## config.mk

```make
export PLATFORM = sky130hd
export DESIGN_NAME = wptr_full_ctrl
export DESIGN_NICKNAME = d
export VERILOG_FILES = /design/src/rtl/fifo_pkg.sv /design/src/rtl/sync_2ff.sv /design/src/rtl/wptr_full_ctrl.sv
export SDC_FILE = /design/constraint.sdc
export NUM_CORES = 1
export LEC_CHECK = 0
export CAP_MARGIN = 5
export CELL_PAD_IN_SITES_DETAIL_PLACEMENT = 0
export CELL_PAD_IN_SITES_GLOBAL_PLACEMENT = 1
export CORE_ASPECT_RATIO = 2
export CORE_MARGIN = 3
export CORE_UTILIZATION = 40
export CTS_CLUSTER_DIAMETER = 80
export DETAILED_ROUTE_END_ITERATION = 12
export PLACE_DENSITY_LB_ADDON = 0.1
export RECOVER_POWER = 100
export REMOVE_ABC_BUFFERS = 1
export SLEW_MARGIN = 20
export SYNTH_ARGS = -nofsm -noshare
export SYNTH_HDL_FRONTEND = slang
export SYNTH_SLANG_ARGS = --single-unit
```

## constraint.sdc

```tcl
create_clock -name wclk -period 4 [get_ports wclk]
set_clock_uncertainty 0.15 [all_clocks]
set_input_delay 1 -clock wclk [delete_from_list [all_inputs] [get_ports wclk]]
set_output_delay 1 -clock wclk [all_outputs]
set_load 0.02 [all_outputs]
```

## src/rtl/fifo_pkg.sv

```systemverilog
// fifo_pkg: shared pointer widths and Gray/binary helpers for the async FIFO controllers
package fifo_pkg;
  localparam int FIFO_AW = 5;
  localparam int FIFO_DEPTH = 2**FIFO_AW;
  typedef logic [FIFO_AW:0] ptr_t;
  function automatic logic [31:0] bin2gray(input logic [31:0] bin);
    return bin ^ (bin >> 1);
  endfunction
  function automatic logic [31:0] gray2bin(input logic [31:0] gray);
    logic [31:0] bin;
    bin[31] = gray[31];
    for (int i = 30; i >= 0; i--) bin[i] = bin[i+1] ^ gray[i];
    return bin;
  endfunction
endpackage

```

## src/rtl/sync_2ff.sv

```systemverilog
// sync_2ff: two-flop synchroniser for a Gray-coded pointer crossing clock domains
module sync_2ff #(
  parameter int W = 1
) (
  input  logic         clk,
  input  logic         rst,
  input  logic [W-1:0] d_i,
  output logic [W-1:0] q_o
);
  logic [W-1:0] q1_q, q2_q;
  // back-to-back stages with nothing in between so metastability can settle
  always_ff @(posedge clk or posedge rst)
    if (rst) begin
      q1_q <= '0;
      q2_q <= '0;
    end else begin
      q1_q <= d_i;
      q2_q <= q1_q;
    end
  assign q_o = q2_q;
endmodule

```

## src/rtl/wptr_full_ctrl.sv

```systemverilog
// wptr_full_ctrl: write-side pointer, full/almost-full, level and overflow for the async FIFO
module wptr_full_ctrl import fifo_pkg::*; #(
  parameter int ADDR_WIDTH = FIFO_AW,
  parameter int AF_MARGIN  = 4
) (
  input  logic                  wclk,
  input  logic                  wrst,
  input  logic                  winc,
  input  logic [ADDR_WIDTH:0]   rptr,
  output logic [ADDR_WIDTH-1:0] waddr,
  output logic                  wen,
  output logic [ADDR_WIDTH:0]   wptr,
  output logic                  wfull,
  output logic                  walmost_full,
  output logic [ADDR_WIDTH:0]   wlevel,
  output logic                  woverflow
);
  localparam int PW = ADDR_WIDTH + 1;
  localparam int DEPTH = 2**ADDR_WIDTH;
  localparam logic [ADDR_WIDTH:0] FULL_MASK = PW'(3) << (ADDR_WIDTH - 1);
  localparam logic [ADDR_WIDTH:0] AF_LEVEL = PW'(DEPTH - AF_MARGIN);
  logic [ADDR_WIDTH:0] wbin_q, wbin_d, wptr_q, wptr_d, wlevel_q, wlevel_d, rq2, rbin;
  logic wfull_q, wfull_d, waf_q, waf_d, wovf_q, wovf_d;
  sync_2ff #(.W(PW)) u_sync (.clk(wclk), .rst(wrst), .d_i(rptr), .q_o(rq2));
  assign wen = winc & ~wfull_q & ~wrst;
  // next pointer and status; full when write Gray equals read Gray with top two bits flipped
  always_comb begin
    rbin     = PW'(gray2bin(32'(rq2)));
    wbin_d   = wbin_q + PW'(wen);
    wptr_d   = PW'(bin2gray(32'(wbin_d)));
    wlevel_d = wbin_d - rbin;
    wfull_d  = wptr_d == (rq2 ^ FULL_MASK);
    waf_d    = wlevel_d >= AF_LEVEL;
    wovf_d   = winc & wfull_q;
  end
  // all write-side state registers
  always_ff @(posedge wclk or posedge wrst)
    if (wrst) begin
      wbin_q   <= '0;
      wptr_q   <= '0;
      wlevel_q <= '0;
      wfull_q  <= 1'b0;
      waf_q    <= 1'b0;
      wovf_q   <= 1'b0;
    end else begin
      wbin_q   <= wbin_d;
      wptr_q   <= wptr_d;
      wlevel_q <= wlevel_d;
      wfull_q  <= wfull_d;
      waf_q    <= waf_d;
      wovf_q   <= wovf_d;
    end
  assign waddr        = wbin_q[ADDR_WIDTH-1:0];
  assign wptr         = wptr_q;
  assign wfull        = wfull_q;
  assign walmost_full = waf_q;
  assign wlevel       = wlevel_q;
  assign woverflow    = wovf_q;
endmodule

```

* After elaboration in Yosys (flattened, before gate mapping)
Cells that the tools add are included.
Word-level totals: bits in registers 33, latch bits 0, bits in writable memories 0, memory bits (read-only) 0, word-level logic and storage cells 24, memories 0
Operators by class: $add $sub $neg 2, $mul 0, div/mod/pow operators 0, magnitude comparators 1, equal/unequal tests 1, shifts and indexed selects 0, mux-type cells 0, bitwise operators 12, reduce and logical (&&, ||, !) cells 0
Operator list (count):
- 6-bit by 1-bit adder with 6-bit output | 1
- 6-bit == test | 1
- 6-bit by 5-bit greater-or-equal comparator with 1-bit output (second input constant) | 1
- 6-bit subtractor | 1
- 6-bit by 5-bit XOR with 6-bit output | 1
- 1-bit XOR | 5
- 1-bit bitwise AND | 3
- 1-bit NOT | 2
- 2-bit NOT | 1

* Logic depth before layout (Yosys ltp)
Gate-level depths: netlist of run 1.
depth after elaboration 7, depth in mapped cells 12, gate-level depth less buffers 12

* Modules after synthesis
Synthesis of run 1 repeated with hierarchy kept, for this count alone.
Second synthesis, totals: cells, all modules 120, area total of the unflattened synthesis 1530.2 µm²
By module, submodules not included:
- wptr_full_ctrl | times used 1, cells an instance 107, area an instance 1226.2 µm²
- sync_2ff | times used 1, cells an instance 13, area an instance 304.0 µm²

* Least setup slack after synthesis of run 1
Ideal clock, no wire load.
path type in2reg, from input wrst, to register waf_q (netlist: walmost_full), library setup time 0.087 ns, arrival time 3.566 ns, path slack 0.197 ns, stages on the path 12, path buffers 1, cell sequence nor3b_1 > ha_1 > and2_1 > nand2_1 > xnor2_1 > ha_1 > clkbuf_1 > xnor2_1 > or3_1 > o31ai_1 > a2bb2oi_1 > o211ai_1
On the way: cells in the longest elaborated chain, start to end 5
RTL lines:
- start: declaration | line wptr_full_ctrl.sv:7 | input logic wrst,
- 1-bit NOT | line wptr_full_ctrl.sv:25 | assign wen = winc & ~wfull_q & ~wrst;
- 1-bit bitwise AND | line wptr_full_ctrl.sv:25
- 6-bit by 1-bit adder with 6-bit output | line wptr_full_ctrl.sv:29 | wbin_d = wbin_q + PW'(wen);
- net wbin_d[3] | line wptr_full_ctrl.sv:22 | logic [ADDR_WIDTH:0] wbin_q, wbin_d, wptr_q, wptr_d, wlevel_q, wlevel_d, rq2, rbin;
- 6-bit subtractor | line wptr_full_ctrl.sv:31 | wlevel_d = wbin_d - rbin;
- 6-bit by 5-bit greater-or-equal comparator with 1-bit output | line wptr_full_ctrl.sv:33 | waf_d = wlevel_d >= AF_LEVEL;
- net waf_d | line wptr_full_ctrl.sv:23 | logic wfull_q, wfull_d, waf_q, waf_d, wovf_q, wovf_d;
- end signal: assignment | line wptr_full_ctrl.sv:50 | waf_q <= waf_d;
- end: declaration | line wptr_full_ctrl.sv:23
The timed path passes the listed nets, and every way through them passes these cells.

* Final worst setup path of run 1
from input winc, to register waf_q (netlist: walmost_full)
On the way: cells in the longest elaborated chain, start to end 5
RTL lines:
- start: declaration | line wptr_full_ctrl.sv:8 | input logic winc,
- 1-bit bitwise AND (2 in a row) | line wptr_full_ctrl.sv:25
- 6-bit by 1-bit adder with 6-bit output | line wptr_full_ctrl.sv:29
- net wbin_d[3] | line wptr_full_ctrl.sv:22
- 6-bit subtractor | line wptr_full_ctrl.sv:31
- 6-bit by 5-bit greater-or-equal comparator with 1-bit output | line wptr_full_ctrl.sv:33
- net waf_d | line wptr_full_ctrl.sv:23
The timed path passes the listed nets, and every way through them passes these cells.

==> impl_results.html, run 1 <==
<table>
<tr><th>Metric</th><th>Value</th></tr>
<tr><th colspan="2">Worst setup path</th></tr>
<tr><td>R2R Path Start</td><td>u_sync.q_o[5]</td></tr>
<tr><td>Maximum fanout along the worst path</td><td>7</td></tr>
<tr><td>Endpoint of the most critical register-to-register path</td><td>walmost_full</td></tr>
<tr><td>Worst EP arrival</td><td>between 3000 and 4000 ps</td></tr>
<tr><td>Cells along the critical path</td><td>clkdlybuf4s50_1, nor3b_1, ha_1, and2_1, nand2_1, xnor2_1, ha_1, xnor2_1, or3_1, o31ai_1, a2bb2oi_1, o211ai_1</td></tr>
<tr><td>Highest-delay cell along the critical path</td><td>clkdlybuf4s50_1</td></tr>
<tr><td>Last element of the critical path</td><td>walmost_full</td></tr>
<tr><td>Launching element of the worst setup path</td><td>winc</td></tr>
<tr><td>Logic depth of the worst register-to-register path</td><td>12</td></tr>
<tr><td>Kind of launch point of the worst setup path</td><td>input port</td></tr>
<tr><td>Number of cells on the critical path</td><td>12</td></tr>
<tr><td>Slack of the worst reg-to-reg path</td><td>~850 ps</td></tr>
<tr><td>Critical Setup Path Class</td><td>input port to flop</td></tr>
<tr><td>Crit. End Element</td><td>flop</td></tr>
<tr><td>Cell type group with the largest total delay on the critical path</td><td>simple AND/OR/NAND/NOR gates</td></tr>
<tr><td>Number of buffers and inverters on the critical path</td><td>1</td></tr>
<tr><td>Peak per-stage delay on the critical path</td><td>~460 ps</td></tr>
<tr><td>Req. time, crit path</td><td>about 4000 ps</td></tr>
<tr><th colspan="2">Layout</th></tr>
<tr><td>Total Nets Final</td><td>approximately 170</td></tr>
<tr><td>Synthesis-to-finish area growth</td><td>28.7%</td></tr>
<tr><td>End-of-flow core utilization</td><td>a little over half</td></tr>
<tr><td>Share of final-layout standard cells stronger than drive strength 1</td><td>8.33%</td></tr>
<tr><td>Diode insertion count for antenna repair</td><td>0</td></tr>
<tr><td>Fill cell instance count of the final layout</td><td>~360</td></tr>
<tr><th colspan="2">Detailed routing</th></tr>
<tr><td>Remaining design rule violation count</td><td>0</td></tr>
<tr><td>Count of vias placed by the detailed router</td><td>977</td></tr>
<tr><td>Antenna-violating nets left</td><td>0</td></tr>
<tr><td>Via density</td><td>around 4.8</td></tr>
<tr><td>Wire length after detailed routing</td><td>~2800 um</td></tr>
<tr><td>Wire length per cell</td><td>about 14 um</td></tr>
<tr><td>Number of search-and-repair iterations in the first detailed-routing pass</td><td>3</td></tr>
<tr><td>Drt first-iter violations</td><td>14</td></tr>
<tr><th colspan="2">CTS</th></tr>
<tr><td>Clock Sink Count</td><td>32</td></tr>
<tr><td>Clock-pin transition on the worst setup and hold timing paths</td><td>approximately 60 ps</td></tr>
<tr><td>Maximum number of buffers from clock root to sink</td><td>2</td></tr>
<tr><td>Number of buffers inserted to repair setup after CTS</td><td>0</td></tr>
<tr><td>Total clock buffers created by CTS</td><td>5</td></tr>
<tr><td># hold bufs at CTS</td><td>0</td></tr>
<tr><td>Later-pin clock latency in the skew report</td><td>between 200 and 300 ps</td></tr>
<tr><td>Count of instances resized after the clock tree is built</td><td>0</td></tr>
<tr><td>H-tree depth</td><td>2</td></tr>
<tr><td>Clock tree from TritonCTS</td><td>done</td></tr>
<tr><td>CTS Root Cell</td><td>clkbuf_8</td></tr>
<tr><th colspan="2">Global routing</th></tr>
<tr><td>Overall fraction of global-route tracks in use</td><td>roughly 14%</td></tr>
<tr><td>Number of global-route vias before repair</td><td>1061</td></tr>
<tr><td>Total congestion overflow after global routing</td><td>0</td></tr>
<tr><td>Number of antenna violations at the first check in global routing</td><td>0</td></tr>
<tr><td>Maximum number of pins on one net before global-route repair</td><td>33</td></tr>
<tr><td>Global-route wire length before repair</td><td>around 4800 um</td></tr>
<tr><th colspan="2">Pwr</th></tr>
<tr><td>Maximum resistive drop on vdd</td><td>0.416 mV</td></tr>
<tr><td>Power Density</td><td>831 nW/um2</td></tr>
<tr><td>Final Total Pwr</td><td>about 1.6 mW</td></tr>
<tr><td>Leakage power</td><td>roughly 0.9 nW</td></tr>
<tr><th colspan="2">Floorplanning</th></tr>
<tr><td>Initial Utilization</td><td>41.8%</td></tr>
<tr><td>Core region area</td><td>~3600 um2</td></tr>
<tr><td>Die extent in y</td><td>roughly 93 um</td></tr>
<tr><td>Number of placement rows</td><td>31</td></tr>
<tr><td>Area enclosed by the die boundary</td><td>4630 um2</td></tr>
<tr><td>Floorplan die width</td><td>49.6 um</td></tr>
<tr><td>Number of primary I/O pins</td><td>30</td></tr>
<tr><th colspan="2">Timing</th></tr>
<tr><td>Max Freq</td><td>273 MHz</td></tr>
<tr><td>Final slew viol count</td><td>33</td></tr>
<tr><td>Portion of the clock cycle consumed by the worst path in the final layout</td><td>about nine tenths</td></tr>
<tr><td>Final setup violation count</td><td>0</td></tr>
<tr><td>PnR worst setup slack</td><td>343 ps</td></tr>
<tr><td>Period minus WS final</td><td>approximately 3700 ps</td></tr>
<tr><td>Number of hold-slack violations in the final timing report</td><td>0</td></tr>
<tr><td>Pin slew with the least headroom to its limit</td><td>around 1700 ps</td></tr>
<tr><td>RSZ-0062 raised after global routing</td><td>no</td></tr>
<tr><td>Total negative slack</td><td>0 ps</td></tr>
<tr><td>Headroom to the max-slew limit</td><td>-11.7%</td></tr>
<tr><th colspan="2">Status</th></tr>
<tr><td>Outcome</td><td>finished, violations left</td></tr>
<tr><td>Violated checks</td><td>max-capacitance violations, max-slew violations</td></tr>
<tr><th colspan="2">Yosys</th></tr>
<tr><td>Post-synthesis sequential element count</td><td>32</td></tr>
<tr><td>Average size of a mapped cell</td><td>12.9 um2</td></tr>
<tr><td>Yosys synthesis warning count</td><td>0</td></tr>
<tr><td>Cell count after synthesis</td><td>118</td></tr>
<tr><td>Top-area cell type share of the netlist area</td><td>a little over half</td></tr>
<tr><td>Area leader, netlist</td><td>dfrtp_1</td></tr>
<tr><td>Share of synthesized area occupied by flip-flops and latches</td><td>between 50 and 60%</td></tr>
<tr><td>Top cells by area in the synthesized netlist</td><td>dfrtp_1 (53%), xnor2_1 (8.6%), ha_1 (5.7%), xor2_2 (4.3%), xor2_1 (3.4%)</td></tr>
<tr><td>Cell area after synthesis</td><td>1520 um2</td></tr>
<tr><td>Library cells used by synthesis</td><td>36</td></tr>
<tr><th colspan="2">Place</th></tr>
<tr><td>Count of input and output buffers</td><td>29</td></tr>
<tr><td>Detailed placer's ending HPWL</td><td>approximately 2200 um</td></tr>
<tr><td>Worst slack at placement</td><td>51.2 ps</td></tr>
<tr><td>Placer congestion estimate</td><td>0.777</td></tr>
<tr><th colspan="2">Min path</th></tr>
<tr><td>Worst hold path class</td><td>flop to flop</td></tr>
<tr><td>Hold Path Origin</td><td>u_sync.q1_q[2]</td></tr>
<tr><th colspan="2">Run</th></tr>
<tr><td>Max-capacitance violation count</td><td>1</td></tr>
</table>
metrics by stage:
| stage | cells | cell area (um2) | hold slack (ps) |
|---|---|---|---|
| 5_1_grt | 205 | 1960 | 208 |
| 3_5_place_dp | 197 | 1890 | 186 |
| 6_report | 205 | 1960 | 197 |
| 3_3_place_gp | 197 | 1890 | 182 |
| 2_1_floorplan | 115 | 1510 | 181 |
| 4_1_cts | 205 | 1980 | 200 |
power by group:
group          switching (mW)  leakage, nW  internal [mW]
combinational           0.476        0.455          0.417
clock                   0.105       0.0455          0.140
sequential             0.0622        0.383          0.430
worst register-to-register path, cell delays in order, from the launching register on:
cell and delay [ps]:
dfrtp_1 410, xnor2_2 240, xor2_2 240, xor2_2 240
xor2_2 220, xnor2_1 90, ha_1 210, fa_1 460
nor2b_1 150, o21ai_0 120, nor2b_1 180, a32oi_1 210
o211ai_1 110
cell families (layout without fill, tap and decap cells):
logic type / Yosys count / count (layout) / synth area share (%)
buffers and inverters: 11 / 49 / 2.79
adder cells (fa/ha/maj): 8 / 8 / 7.06
multiplexers: 1 / 1 / 0.739
flip-flops: 32 / 32 / 52.5
AND/OR/NAND/NOR: 21 / 21 / 8.13
AO/OA/AOI/OAI: 17 / 17 / 8.13
XOR/XNOR: 28 / 28 / 20.6
worst min-delay path by stage:
stage,to,slack (ps),cells after the start
after CTS,u_sync.q_o[2],200,0
after floorplan,u_sync.q_o[0],180,0
after global placement,u_sync.q_o[3],180,0
after global routing,u_sync.q_o[3],210,0
final,u_sync.q_o[2],200,0
after detailed placement,u_sync.q_o[2],190,0
cell type report:
class | count | area, um2 | share of cell area [%]
sequential | 32 | 801 | 40.8
tap | 49 | 61.3 | 3.13
inverter | 8 | 30.0 | 1.53
multi-input combinational | 75 | 669 | 34.1
clock buffer | 8 | 90.1 | 4.59
timing repair buffer | 33 | 309 | 15.8
cell usage after synthesis (all sizes together):
cell	n
clkbuf	2
fa	1
and2	2
buf	1
nand4	1
or3	2
nor2b	3
xnor2	16
nand2b	2
a21oi	4
ha	7
a32oi	2
o31a	1
xnor3	2
xor2	10
nor4	1
nor2	2
nand2	2
nand3	3
o31ai	1
inv	8
and3b	1
a21boi	2
o21ai	1
a21o	2
dfrtp	32
o211ai	2
o21a	1
mux2	1
and4	1
a2bb2oi	1
nor3b	1
per-layer routing:
layer  up-vias  global-route usage (%)  wire (um)
met1       479                    13.3        989
met4         0                    9.93        106
met2        26                    25.1       1590
li1        464                       -          -
met5         -                       0          0
met3         8                    3.19         98
cell usage in the layout, fill, tap and decap left out, types with 3 or more instances in the layout:
| master | count |
|---|---|
| xor2_2 | 3 |
| ha_1 | 7 |
| nand3_1 | 3 |
| clkbuf_8 | 6 |
| a21oi_1 | 4 |
| xor2_1 | 7 |
| inv_1 | 8 |
| dlygate4sd3_1 | 27 |
| xnor2_1 | 15 |
| clkbuf_1 | 5 |
| dfrtp_1 | 32 |
| nor2b_1 | 3 |
sequential cells by signal, summed over array words and instances, names as in the netlist:
name and count:
u_sync.q_o 6, walmost_full 1, wfull 1, wlevel 6, u_sync.q1_q 6, wbin_q 6
woverflow 1, wptr 5
(Power assumes the default switching activity.)
==> inputs of run 2 (changes only) <==
--- a/config.mk
+++ b/config.mk
@@ -14,7 +14,7 @@
 export CTS_CLUSTER_DIAMETER = 80
 export DETAILED_ROUTE_END_ITERATION = 12
+export GPL_ROUTABILITY_DRIVEN = 0
 export PLACE_DENSITY_LB_ADDON = 0.1
 export RECOVER_POWER = 100
-export REMOVE_ABC_BUFFERS = 1
 export SLEW_MARGIN = 20
 export SYNTH_ARGS = -nofsm -noshare
--- a/constraint.sdc
+++ b/constraint.sdc
@@ -3,3 +3,3 @@
 set_input_delay 1 -clock wclk [delete_from_list [all_inputs] [get_ports wclk]]
 set_output_delay 1 -clock wclk [all_outputs]
-set_load 0.02 [all_outputs]
+set_load 0.005 [all_outputs]
==> impl_results.html, run 2 (synthesized netlist as in run 1, its figures left out) <==
<table>
<tr><th>Metric</th><th>Value</th></tr>
<tr><th colspan="2">Floorplanning</th></tr>
<tr><td>Area enclosed by the die boundary</td><td>4630 um2 (unchanged)</td></tr>
<tr><td>Initial Utilization</td><td>41.8% (unchanged)</td></tr>
<tr><td>Core region area</td><td>3650 um2 (unchanged)</td></tr>
<tr><td>Number of placement rows</td><td>31 (unchanged)</td></tr>
<tr><td>Floorplan die width</td><td>49.6 um (unchanged)</td></tr>
<tr><td>Number of primary I/O pins</td><td>30 (unchanged)</td></tr>
<tr><td>Die extent in y</td><td>93.3 um (unchanged)</td></tr>
<tr><th colspan="2">CTS</th></tr>
<tr><td>Count of instances resized after the clock tree is built</td><td>0 (unchanged)</td></tr>
<tr><td>Total clock buffers created by CTS</td><td>5 (unchanged)</td></tr>
<tr><td>Later-pin clock latency in the skew report</td><td>280 ps (about the same)</td></tr>
<tr><td>H-tree depth</td><td>2 (unchanged)</td></tr>
<tr><td>Clock tree from TritonCTS</td><td>done (unchanged)</td></tr>
<tr><td>Clock-pin transition on the worst setup and hold timing paths</td><td>60 ps (about the same)</td></tr>
<tr><td># hold bufs at CTS</td><td>0 (unchanged)</td></tr>
<tr><td>CTS Root Cell</td><td>clkbuf_8 (unchanged)</td></tr>
<tr><td>Number of buffers inserted to repair setup after CTS</td><td>0 (unchanged)</td></tr>
<tr><td>Clock Sink Count</td><td>32 (unchanged)</td></tr>
<tr><td>Maximum number of buffers from clock root to sink</td><td>2 (unchanged)</td></tr>
<tr><th colspan="2">Worst setup path</th></tr>
<tr><td>Highest-delay cell along the critical path</td><td>clkdlybuf4s50_1 (unchanged)</td></tr>
<tr><td>Crit. End Element</td><td>flop (unchanged)</td></tr>
<tr><td>Most prevalent standard cell on the critical path</td><td>ha_1</td></tr>
<tr><td>Number of buffers and inverters on the critical path</td><td>1 (unchanged)</td></tr>
<tr><td>Req. time, crit path</td><td>4040 ps (was 4050 ps)</td></tr>
<tr><td>Peak per-stage delay on the critical path</td><td>470 ps (was 460 ps)</td></tr>
<tr><td>Critical Setup Path Class</td><td>input port to flop (unchanged)</td></tr>
<tr><td>Maximum fanout along the worst path</td><td>6 (was 7)</td></tr>
<tr><td>Kind of launch point of the worst setup path</td><td>input port (unchanged)</td></tr>
<tr><td>Cells along the critical path</td><td>clkdlybuf4s50_1, nor3b_1, ha_1, ha_1, xor2_1, ha_1, nor2b_1, o21ai_0, nor2b_1, a32oi_1, o211ai_1 (was clkdlybuf4s50_1, nor3b_1, ha_1, and2_1, nand2_1, xnor2_1, ha_1, xnor2_1, or3_1, o31ai_1, a2bb2oi_1, o211ai_1)</td></tr>
<tr><td>Cell type group with the largest total delay on the critical path</td><td>adder cells (was simple AND/OR/NAND/NOR gates)</td></tr>
<tr><td>Worst EP arrival</td><td>3690 ps (was 3700 ps)</td></tr>
<tr><th colspan="2">Global routing</th></tr>
<tr><td>Total congestion overflow after global routing</td><td>0 (unchanged)</td></tr>
<tr><td>Overall fraction of global-route tracks in use</td><td>13.8% (was 13.9%)</td></tr>
<tr><td>Maximum number of pins on one net before global-route repair</td><td>33 (unchanged)</td></tr>
<tr><td>Number of antenna violations at the first check in global routing</td><td>0 (unchanged)</td></tr>
<tr><td>Number of global-route vias before repair</td><td>1042 (was 1061)</td></tr>
<tr><td>Global-route wire length before repair</td><td>4750 um (was 4770 um)</td></tr>
<tr><th colspan="2">Place</th></tr>
<tr><td>Count of input and output buffers</td><td>29 (unchanged)</td></tr>
<tr><td>Detailed placer's ending HPWL</td><td>2160 um (was 2210 um)</td></tr>
<tr><td>Total instance count after detailed placement</td><td>197 (unchanged)</td></tr>
<tr><td>Worst slack at placement</td><td>50.1 ps (was 51.2 ps)</td></tr>
<tr><th colspan="2">Layout</th></tr>
<tr><td>Diode insertion count for antenna repair</td><td>0 (unchanged)</td></tr>
<tr><td>Synthesis-to-finish area growth</td><td>29.3% (was 28.7%)</td></tr>
<tr><td>Share of final-layout standard cells stronger than drive strength 1</td><td>9.68% (was 8.33%)</td></tr>
<tr><td>Leading cell type in the layout, fill and taps excluded</td><td>dfrtp_1 (unchanged)</td></tr>
<tr><td>Post-route insts no fill</td><td>204 (was 205)</td></tr>
<tr><td>Highest-count cells in the layout ignoring fill and taps</td><td>dfrtp_1 (32), dlygate4sd3_1 (27), xnor2_1 (15), inv_1 (8) (unchanged)</td></tr>
<tr><td>Total Nets Final</td><td>172 (unchanged)</td></tr>
<tr><th colspan="2">Detailed routing</th></tr>
<tr><td>Wire length after detailed routing</td><td>2770 um (was 2790 um)</td></tr>
<tr><td>Via density</td><td>4.71 (was 4.77)</td></tr>
<tr><td>Wire length per cell</td><td>13.6 um (about the same)</td></tr>
<tr><td>Antenna-violating nets left</td><td>0 (unchanged)</td></tr>
<tr><td>Number of search-and-repair iterations in the first detailed-routing pass</td><td>2 (was 3)</td></tr>
<tr><td>Count of vias placed by the detailed router</td><td>961 (was 977)</td></tr>
<tr><td>Drt first-iter violations</td><td>18 (was 14)</td></tr>
<tr><td>Remaining design rule violation count</td><td>0 (unchanged)</td></tr>
<tr><th colspan="2">Pwr</th></tr>
<tr><td>Final Total Pwr</td><td>1.53 mW (was 1.63 mW)</td></tr>
<tr><td>Maximum resistive drop on vdd</td><td>0.357 mV (was 0.416 mV)</td></tr>
<tr><td>Power Density</td><td>779 nW/um2 (was 831 nW/um2)</td></tr>
<tr><td>Leakage power</td><td>0.890 nW (was 0.883 nW)</td></tr>
<tr><th colspan="2">Status</th></tr>
<tr><td>Outcome</td><td>finished, violations left (unchanged)</td></tr>
<tr><td>Violated checks</td><td>max-capacitance violations, max-slew violations (unchanged)</td></tr>
<tr><th colspan="2">Timing</th></tr>
<tr><td>Hold Slack</td><td>197 ps (about the same)</td></tr>
<tr><td>Pin slew with the least headroom to its limit</td><td>1680 ps (about the same)</td></tr>
<tr><td>Number of hold-slack violations in the final timing report</td><td>0 (unchanged)</td></tr>
<tr><td>Total negative slack</td><td>0 ps (unchanged)</td></tr>
<tr><td>Portion of the clock cycle consumed by the worst path in the final layout</td><td>91.2% (was 91.4%)</td></tr>
<tr><td>Period minus WS final</td><td>3650 ps (was 3660 ps)</td></tr>
<tr><td>PnR worst setup slack</td><td>352 ps (was 343 ps)</td></tr>
<tr><td>Final slew viol count</td><td>33 (unchanged)</td></tr>
<tr><td>RSZ-0062 raised after global routing</td><td>no (unchanged)</td></tr>
<tr><td>Headroom to the max-slew limit</td><td>-12.2% (was -11.7%)</td></tr>
<tr><td>Final setup violation count</td><td>0 (unchanged)</td></tr>
<tr><td>Max Freq</td><td>274 MHz (was 273 MHz)</td></tr>
<tr><th colspan="2">Yosys</th></tr>
<tr><td>Synthesized net count</td><td>between 100 and 150</td></tr>
<tr><th colspan="2">Run</th></tr>
<tr><td>Max-capacitance violation count</td><td>1 (unchanged)</td></tr>
<tr><th colspan="2">Min path</th></tr>
<tr><td>Worst hold path class</td><td>flop to flop (unchanged)</td></tr>
</table>
-- run 2: changes by cell type in the layout (fill, tap and decap cells not counted) --
cell      delta
and2_0       +1
clkbuf_4     +1
clkbuf_8     +1
and2_1       -1
clkbuf_1     -3
-- run 2: cell type report --
cell class                      instances  area, um2
Fill cell                             337       1680
Tap cell                               49       61.3
Multi-Input combinational cell         75        669
Inverter                                8       30.0
Clock buffer                            7       96.3
Timing Repair Buffer                   33        313
Sequential cell                        32        801
-- run 2: routing by layer --
layer	part of all wire, %	track usage, %
met4	2.3	7.62
met2	57	25.4
met3	4.4	3.35
met1	36	13.5
met5	0	0
-- run 2: through the flow --
stage	util (%)	cell area (um2)
2_1_floorplan	-	1520
3_3_place_gp	51.9	1890
3_5_place_dp	51.9	1890
4_1_cts	54.6	1990
5_1_grt	54.0	1970
6_report	54.0	1970
-- run 2: final timing paths --
| kind | cells past startpoint | slack [ps] | end | startpoint |
|---|---|---|---|---|
| min in group asynchronous | 3 | 1500 | wptr[2] | wrst |
| setup reg to reg | 12 | 860 | walmost_full | u_sync.q_o[5] |
| max in group asynchronous | 3 | 1220 | wlevel[1] | wrst |
| hold / removal | 0 | 200 | u_sync.q_o[0] | u_sync.q1_q[0] |
| setup / recovery | 11 | 350 | walmost_full | winc |
| hold reg to reg | 0 | 200 | u_sync.q_o[0] | u_sync.q1_q[0] |
-- run 2: where the power goes --
part / internal, mW / switching (mW)
logic: 0.417 / 0.364
clock network: 0.153 / 0.109
registers: 0.430 / 0.0627
==> inputs of run 3 (changes only) <==
Settings changed: SKIP_LAST_GASP set to 1.
==> results of run 3 <==
Final layout, timing and power as in run 2 (identical DEF).
